### src/rtl/tx_frame_buffer.sv
// -----------------------------------------------------------------------------
// tx_frame_buffer
// Ping-pong byte frame buffer feeding the RS485 UART transmitter. Acquisition
// bytes fill the write bank while the transmitter reads the other bank through
// its address port. One request (RQ) is issued per sendTick; the transmitter
// answers with full. After CYCLES requests the banks swap if a complete new
// frame is waiting. Otherwise the old frame is sent again and underrun is flagged.
//
// Ports:
//   clk, reset          system clock, synchronous active-low reset
//   wrEn, wrSof, wrData write strobe, start-of-frame, acquisition byte
//   sendTick            one-cycle strobe requesting the next cycle's bytes
//   addr, data          transmitter read address (bit 8 ignored), registered data
//   cycle, RQ, full     cycle index, request, transmitter completion flag
//   clrFlags            clears the sticky flags below
//   overflow, underrun, timeout, tickMiss   sticky status flags
// -----------------------------------------------------------------------------
module tx_frame_buffer #(
    parameter int          BYTES   = 4,
    parameter int          CYCLES  = 64,
    parameter logic [15:0] TIMEOUT = 16'd4095
) (
    input  logic       clk,
    input  logic       reset,
    input  logic       wrEn,
    input  logic       wrSof,
    input  logic [7:0] wrData,
    input  logic       sendTick,
    input  logic [8:0] addr,
    output logic [7:0] data,
    output logic [5:0] cycle,
    output logic       RQ,
    input  logic       full,
    input  logic       clrFlags,
    output logic       overflow,
    output logic       underrun,
    output logic       timeout,
    output logic       tickMiss
);

    localparam int         FRAME_BYTES = BYTES * CYCLES;
    localparam logic [8:0] FRAME_CNT   = 9'(FRAME_BYTES);
    localparam logic [5:0] LAST_CYCLE  = 6'(CYCLES - 1);

    if (FRAME_BYTES > 256) begin : g_frame_size_check
        $error("tx_frame_buffer: BYTES*CYCLES must not exceed 256");
    end

    typedef enum logic [1:0] {
        ST_IDLE = 2'd0,
        ST_REQ  = 2'd1,
        ST_DONE = 2'd2
    } state_t;

    state_t      state;
    logic        done_entry;
    logic [15:0] timer;
    logic        wr_bank;
    logic        rd_bank;
    logic [8:0]  wr_count;
    logic        rd_valid;
    logic [7:0]  mem [0:511];

    logic        frame_full_s;
    logic        frame_end_s;
    logic        first_swap_s;
    logic        swap_s;
    logic        sof_s;
    logic        mem_we_s;
    logic [7:0]  wr_idx_s;
    logic [15:0] timer_inc_s;
    logic        unused_s;

    assign unused_s = addr[8];

    // Write-pointer and bank-swap decode
    always_comb begin
        frame_full_s = (wr_count == FRAME_CNT);
        timer_inc_s  = timer + 16'd1;
        if ((state == ST_DONE) && done_entry && (cycle == LAST_CYCLE)) begin
            frame_end_s = 1'b1;
        end else begin
            frame_end_s = 1'b0;
        end
        // Before any frame is readable a complete bank is published at once
        if ((state == ST_IDLE) && !rd_valid && frame_full_s) begin
            first_swap_s = 1'b1;
        end else begin
            first_swap_s = 1'b0;
        end
        swap_s   = (frame_end_s || first_swap_s) && frame_full_s;
        // A complete bank ignores wrSof so the frame is not lost before the swap
        sof_s    = wrSof && !frame_full_s;
        mem_we_s = wrEn && !frame_full_s;
        if (sof_s) begin
            wr_idx_s = 8'd0;
        end else begin
            wr_idx_s = wr_count[7:0];
        end
    end

    // Byte storage write port (contents intentionally not reset)
    always_ff @(posedge clk) begin
        if (mem_we_s) begin
            mem[{wr_bank, wr_idx_s}] <= wrData;
        end
    end

    // Registered read port; output held at zero until a frame is valid
    always_ff @(posedge clk) begin
        if (!reset) begin
            data <= 8'd0;
        end else if (rd_valid) begin
            data <= mem[{rd_bank, addr[7:0]}];
        end else begin
            data <= 8'd0;
        end
    end

    // Write side, bank control, request FSM and sticky flags
    always_ff @(posedge clk) begin
        if (!reset) begin
            state      <= ST_IDLE;
            done_entry <= 1'b0;
            timer      <= 16'd0;
            RQ         <= 1'b0;
            cycle      <= 6'd0;
            wr_bank    <= 1'b0;
            rd_bank    <= 1'b1;
            wr_count   <= 9'd0;
            rd_valid   <= 1'b0;
            overflow   <= 1'b0;
            underrun   <= 1'b0;
            timeout    <= 1'b0;
            tickMiss   <= 1'b0;
        end else begin
            // Clear first so that any set event below in the same cycle wins
            if (clrFlags) begin
                overflow <= 1'b0;
                underrun <= 1'b0;
                timeout  <= 1'b0;
                tickMiss <= 1'b0;
            end

            if (swap_s) begin
                wr_bank  <= ~wr_bank;
                rd_bank  <= ~rd_bank;
                wr_count <= 9'd0;
                rd_valid <= 1'b1;
            end else if (mem_we_s) begin
                wr_count <= {1'b0, wr_idx_s} + 9'd1;
            end else if (sof_s) begin
                wr_count <= 9'd0;
            end

            if (wrEn && frame_full_s) begin
                overflow <= 1'b1;
            end
            if (frame_end_s && !frame_full_s && rd_valid) begin
                underrun <= 1'b1;
            end

            case (state)
                ST_IDLE: begin
                    done_entry <= 1'b0;
                    if (sendTick && rd_valid) begin
                        state <= ST_REQ;
                        RQ    <= 1'b1;
                        timer <= 16'd0;
                    end
                end
                ST_REQ: begin
                    timer <= timer_inc_s;
                    if (sendTick) begin
                        tickMiss <= 1'b1;
                    end
                    if (full) begin
                        RQ         <= 1'b0;
                        state      <= ST_DONE;
                        done_entry <= 1'b1;
                    end else if (timer_inc_s == TIMEOUT) begin
                        // RQ has then been high for exactly TIMEOUT clocks
                        RQ         <= 1'b0;
                        timeout    <= 1'b1;
                        state      <= ST_DONE;
                        done_entry <= 1'b1;
                    end
                end
                ST_DONE: begin
                    if (sendTick) begin
                        tickMiss <= 1'b1;
                    end
                    if (done_entry) begin
                        done_entry <= 1'b0;
                        if (cycle == LAST_CYCLE) begin
                            cycle <= 6'd0;
                        end else begin
                            cycle <= cycle + 6'd1;
                        end
                    end else if (!full) begin
                        state <= ST_IDLE;
                    end
                end
                default: begin
                    state      <= ST_IDLE;
                    RQ         <= 1'b0;
                    done_entry <= 1'b0;
                end
            endcase
        end
    end

endmodule

### config.mk
export PLATFORM = sky130hd
export DESIGN_NAME = tx_frame_buffer
export DESIGN_NICKNAME = d
export VERILOG_FILES = /design/src/rtl/tx_frame_buffer.sv
export SDC_FILE = /design/constraint.sdc
export NUM_CORES = 2
export LEC_CHECK = 0
export ABC_AREA = 1
export BUFFER_PORTS_ARGS = -buffer_cell sky130_fd_sc_hd__buf_4
export CAP_MARGIN = 5
export CELL_PAD_IN_SITES_DETAIL_PLACEMENT = 0
export CELL_PAD_IN_SITES_GLOBAL_PLACEMENT = 1
export CORE_MARGIN = 2
export CORE_UTILIZATION = 35
export CTS_CLUSTER_DIAMETER = 150
export DETAILED_ROUTE_END_ITERATION = 10
export GPL_ROUTABILITY_DRIVEN = 0
export PLACE_DENSITY = 0.66
export SYNTH_ARGS = -nofsm -noshare
export SYNTH_HDL_FRONTEND = slang
export SYNTH_SLANG_ARGS = --single-unit
### constraint.sdc
create_clock -name clk -period 9.88 [get_ports clk]
set_input_delay 0.494 -clock clk [delete_from_list [all_inputs] [get_ports clk]]
set_output_delay 0.494 -clock clk [all_outputs]
set_load 0.03 [all_outputs]
==> load_flow_metrics.sql <==
INSERT INTO impl_metrics (metric_group, metric, value, unit) VALUES
('critical_path', 'worst_r2r_startpoint', 'wr_count[6]$_SDFFE_PP0P_', ''),
('layout', 'mostFrequentLayoutCell', 'sky130_fd_sc_hd__nand2_1', ''),
('outcome', 'outcome', 'complete, no violations', ''),
('synth', 'mappedNetlistNets', '14277', ''),
('placement', 'dp.final_hpwl', '266000', 'um'),
('die', 'floorplan.die_area', '485000', 'sq um'),
('layout', 'layout_cells_sized_above_1', '6.00', '%'),
('synth', 'postSynthCellCount', '14243', ''),
('timing', 'period_share', '50.1', '%'),
('critical_path', 'cpPeakStageDelay', '0.87', 'ns'),
('cts', 'cts_inserted_buffers', '432', ''),
('grt', 'initial_antenna_violation_count', '32', ''),
('layout', 'seqCellArea', '124000', 'sq um'),
('critical_path', 'timing.critical_path.depth', '11', ''),
('critical_path', 'worst-setup-path-type', 'reg -> reg', ''),
('min_path', 'worst_hold_path_type', 'in -> reg', ''),
('cts', 'clk_pin_slew', '0.06', 'ns'),
('critical_path', 'reg2reg_capture_point', 'mem[289][5]$_DFFE_PP_', ''),
('synth', 'average_instance_area_after_synthesis', '11.8', 'sq um'),
('layout', 'layout_common_cells', 'sky130_fd_sc_hd__nand2_1, sky130_fd_sc_hd__edfxtp_1, sky130_fd_sc_hd__nand3_1', ''),
('pwr', 'worst_ir_drop_vdd', '0.161', 'mV'),
('placement', 'dp_worst_setup_slack', '4.97', 'ns'),
('timing', 'fin_setup_tns', '0', 'ns'),
('timing', 'grt_setup_unrepaired', 'no', ''),
('die', 'die_width', '696', 'um'),
('timing', 'max_slew_margin', '20.0', '%'),
('route', 'ant_nets', '0', ''),
('timing', 'drv_slew', '0', ''),
('route', 'avgRoutedWirePerCell', '23.6', 'um'),
('grt', 'grt_pass1_vias', '101593', ''),
('timing', 'clock-skew-final', '0.0968', 'ns'),
('route', 'dr.first_iter.drc_count', '11610', ''),
('placement', 'placed_area', '174000', 'sq um'),
('die', 'total_i_o_pin_count', '43', ''),
('synth', 'synth.lib_cells_used.distinct', '35', ''),
('die', 'die_h', '696', 'um'),
('critical_path', 'crit_family', 'simple AND/OR/NAND/NOR gates', ''),
('layout', 'final_cell_count_no_fill', '20683', ''),
('synth', 'synth.yosys.seq_area_share', '74.0', '%'),
('cts', 'clock_sinks', '4146', ''),
('layout', 'syn_to_final_growth', '12.0', '%'),
('route', 'routed_wl', '488000', 'um'),
('critical_path', 'critPathCaptureType', 'register', ''),
('critical_path', 'crit_top_cell', 'sky130_fd_sc_hd__nor2_1', ''),
('die', 'floorplan.core_area', '478000', 'sq um'),
('layout', 'postLayoutCellArea', '188000', 'sq um'),
('placement', 'buffer_ports.inserted', '41', ''),
('grt', 'globalRoute.totalOverflow', '0', ''),
('layout', 'filler_cell_count', '44905', ''),
('route', 'drc_errors_left', '0', ''),
('cts', 'h-tree-depth', '5', ''),
('cts', 'cts_buffer_depth', '4', ''),
('critical_path', 'crit_chain', 'nor3_2 -> nand3_1 -> nand2_1 -> inv_2 -> nor2_1 -> ha_1 -> inv_1 -> nor2_1 -> nand2_4 -> buf_4 -> nor2_1', ''),
('layout', 'net_total_in_the_final_layout', '13951', ''),
('grt', 'grt_max_degree', '177', ''),
('synth', 'ys_warn_count', '0', ''),
('route', 'route.vias.total', '107613', ''),
('grt', 'grt_pass1_wl', '706000', 'um'),
('critical_path', 'critical_path.startpoint_type', 'register', ''),
('synth', 'netlist_area', '168000', 'sq um'),
('critical_path', 'r2r_setup_slack', '4.93', 'ns'),
('critical_path', 'crit_buf_inv', '3', ''),
('critical_path', 'arrival', '5.53', 'ns'),
('grt', 'grt_util_all_layers', '19.6', '%'),
('timing', 'post-route-worst-setup-slack', '4.93', 'ns'),
('timing', 'setup-violations-final', '0', ''),
('layout', 'multiInputGateArea', '39600', 'sq um'),
('route', 'drt-pass1-iter-count', '7', ''),
('critical_path', 'crit_path_max_fanout', '19', ''),
('die', 'floorplan.initialDensity', '35.1', '%'),
('placement', 'dpl.cell_count', '19870', '');
synthesized netlist by cell type:
library cell	count	area, sq um
sky130_fd_sc_hd__nand2_1	4310	16200
sky130_fd_sc_hd__edfxtp_1	4096	123000
sky130_fd_sc_hd__nand3_1	4059	20300
sky130_fd_sc_hd__nor2_1	570	2140
sky130_fd_sc_hd__clkbuf_1	561	2110
sky130_fd_sc_hd__buf_2	233	1170
sky130_fd_sc_hd__buf_1	193	724
sky130_fd_sc_hd__dfxtp_1	50	1000
sky130_fd_sc_hd__inv_1	47	176
sky130_fd_sc_hd__a21oi_1	27	135
sky130_fd_sc_hd__o21ai_0	14	70.1
sky130_fd_sc_hd__inv_2	13	48.8
sky130_fd_sc_hd__xor2_1	11	96.3
sky130_fd_sc_hd__ha_1	10	125
sky130_fd_sc_hd__nor3_1	9	45.0
sky130_fd_sc_hd__nor2_2	4	25.0
sky130_fd_sc_hd__nor3_2	4	40.0
sky130_fd_sc_hd__nor4_1	4	25.0
sky130_fd_sc_hd__buf_4	3	22.5
sky130_fd_sc_hd__nand4_1	3	18.8
sky130_fd_sc_hd__or2_2	3	18.8
sky130_fd_sc_hd__a211oi_1	2	15.0
sky130_fd_sc_hd__nor3_4	2	32.5
sky130_fd_sc_hd__nor3b_1	2	15.0
sky130_fd_sc_hd__o31ai_1	2	15.0
sky130_fd_sc_hd__xnor2_1	2	17.5
sky130_fd_sc_hd__a21o_1	1	7.51
sky130_fd_sc_hd__a2bb2oi_1	1	8.76
sky130_fd_sc_hd__nand2_2	1	6.26
sky130_fd_sc_hd__nand3b_1	1	7.51
sky130_fd_sc_hd__nor2_4	1	11.3
sky130_fd_sc_hd__nor2_8	1	20.0
sky130_fd_sc_hd__o211ai_1	1	7.51
sky130_fd_sc_hd__o21ai_1	1	5.00
sky130_fd_sc_hd__o21bai_1	1	7.51
power breakdown:
group          leakage (nW)  internal, mW  total, mW  switching [mW]
Clock                  6.66          9.01       15.9            6.89
Combinational          20.0         0.493       2.19            1.70
Sequential             37.2          19.3       19.3         0.00586
metrics by stage:
step / hold WS (ns) / power [mW]
after global routing: 0.0368 / 38.5
after floorplan: 0.455 / 20.9
after detailed placement: 0.460 / 21.9
final: 0.0801 / 37.4
after global placement: 0.460 / 21.9
after CTS: 0.00236 / 37.7
flip-flops by register name, indices dropped and copies added, names as in the netlist:
signal and flops:
RQ 1, cycle 6, data 8, done_entry 1
mem 4096, overflow 1, rd_bank 1, rd_valid 1
state 2, tickMiss 1, timeout 1, timer 16
underrun 1, wr_bank 1, wr_count 9
routing by layer:
layer | part of all wire, % | up-vias | GRT usage (%) | wire [um]
met5 | 0 | - | 0 | 0
met4 | 2.5 | 0 | 4.92 | 12300
met3 | 6.9 | 622 | 2.74 | 33500
met2 | 47 | 3578 | 31.4 | 229000
met1 | 44 | 53462 | 28.1 | 214000
li1 | - | 49951 | - | -
worst max-delay path by stage:
| stage | startpoint | endpoint | slack (ns) |
|---|---|---|---|
| floorplan | wr_count[5]$_SDFFE_PP0P_ | mem[319][0]$_DFFE_PP_ | 6.75 |
| global placement | addr[1] | data[3]$_SDFF_PN0_ | 4.99 |
| detailed placement | wr_count[6]$_SDFFE_PP0P_ | mem[441][5]$_DFFE_PP_ | 4.97 |
| CTS | wr_count[6]$_SDFFE_PP0P_ | mem[441][6]$_DFFE_PP_ | 4.94 |
| global route | wr_count[6]$_SDFFE_PP0P_ | mem[289][4]$_DFFE_PP_ | 4.61 |
| finish | wr_count[6]$_SDFFE_PP0P_ | mem[289][5]$_DFFE_PP_ | 4.93 |
cell families (layout without fill, tap and decap cells):
logic type	count (synthesis)	after routing	share of synthesized area (%)
simple gates	8974	8974	23.2
flops	4146	4146	74.0
buf+inv	1050	1085	2.53
compound gates	50	50	0.162
xor+xnor	13	13	0.0679
fa+ha+maj	10	10	0.0746
other cells	0	5	0
worst reg2reg max path, delay by kind of cell (launching register included):
kind | cells | cell delay (ns)
adder cells (fa/ha/maj) | 1 | 0.19
buffers and inverters | 3 | 0.86
flip-flops | 1 | 0.38
AND/OR/NAND/NOR | 7 | 3.10
final cells by class:
cell class / instances / area share (%)
repair buffers: 230 / 1.23
inverters: 60 / 0.139
diodes: 5 / 0.00666
clock inverters: 256 / 1.23
well taps: 6400 / 4.26
multi-input cells: 9047 / 21.1
clock buffers: 539 / 6.05
flip-flops and latches: 4146 / 66.0
what timing repair did:
action / CTS / global route
hold endpoints to repair: 179 / 0
hold buffers: 13 / 0
endpoints found under the setup margin: 0 / 0
(Power assumes the default switching activity.)
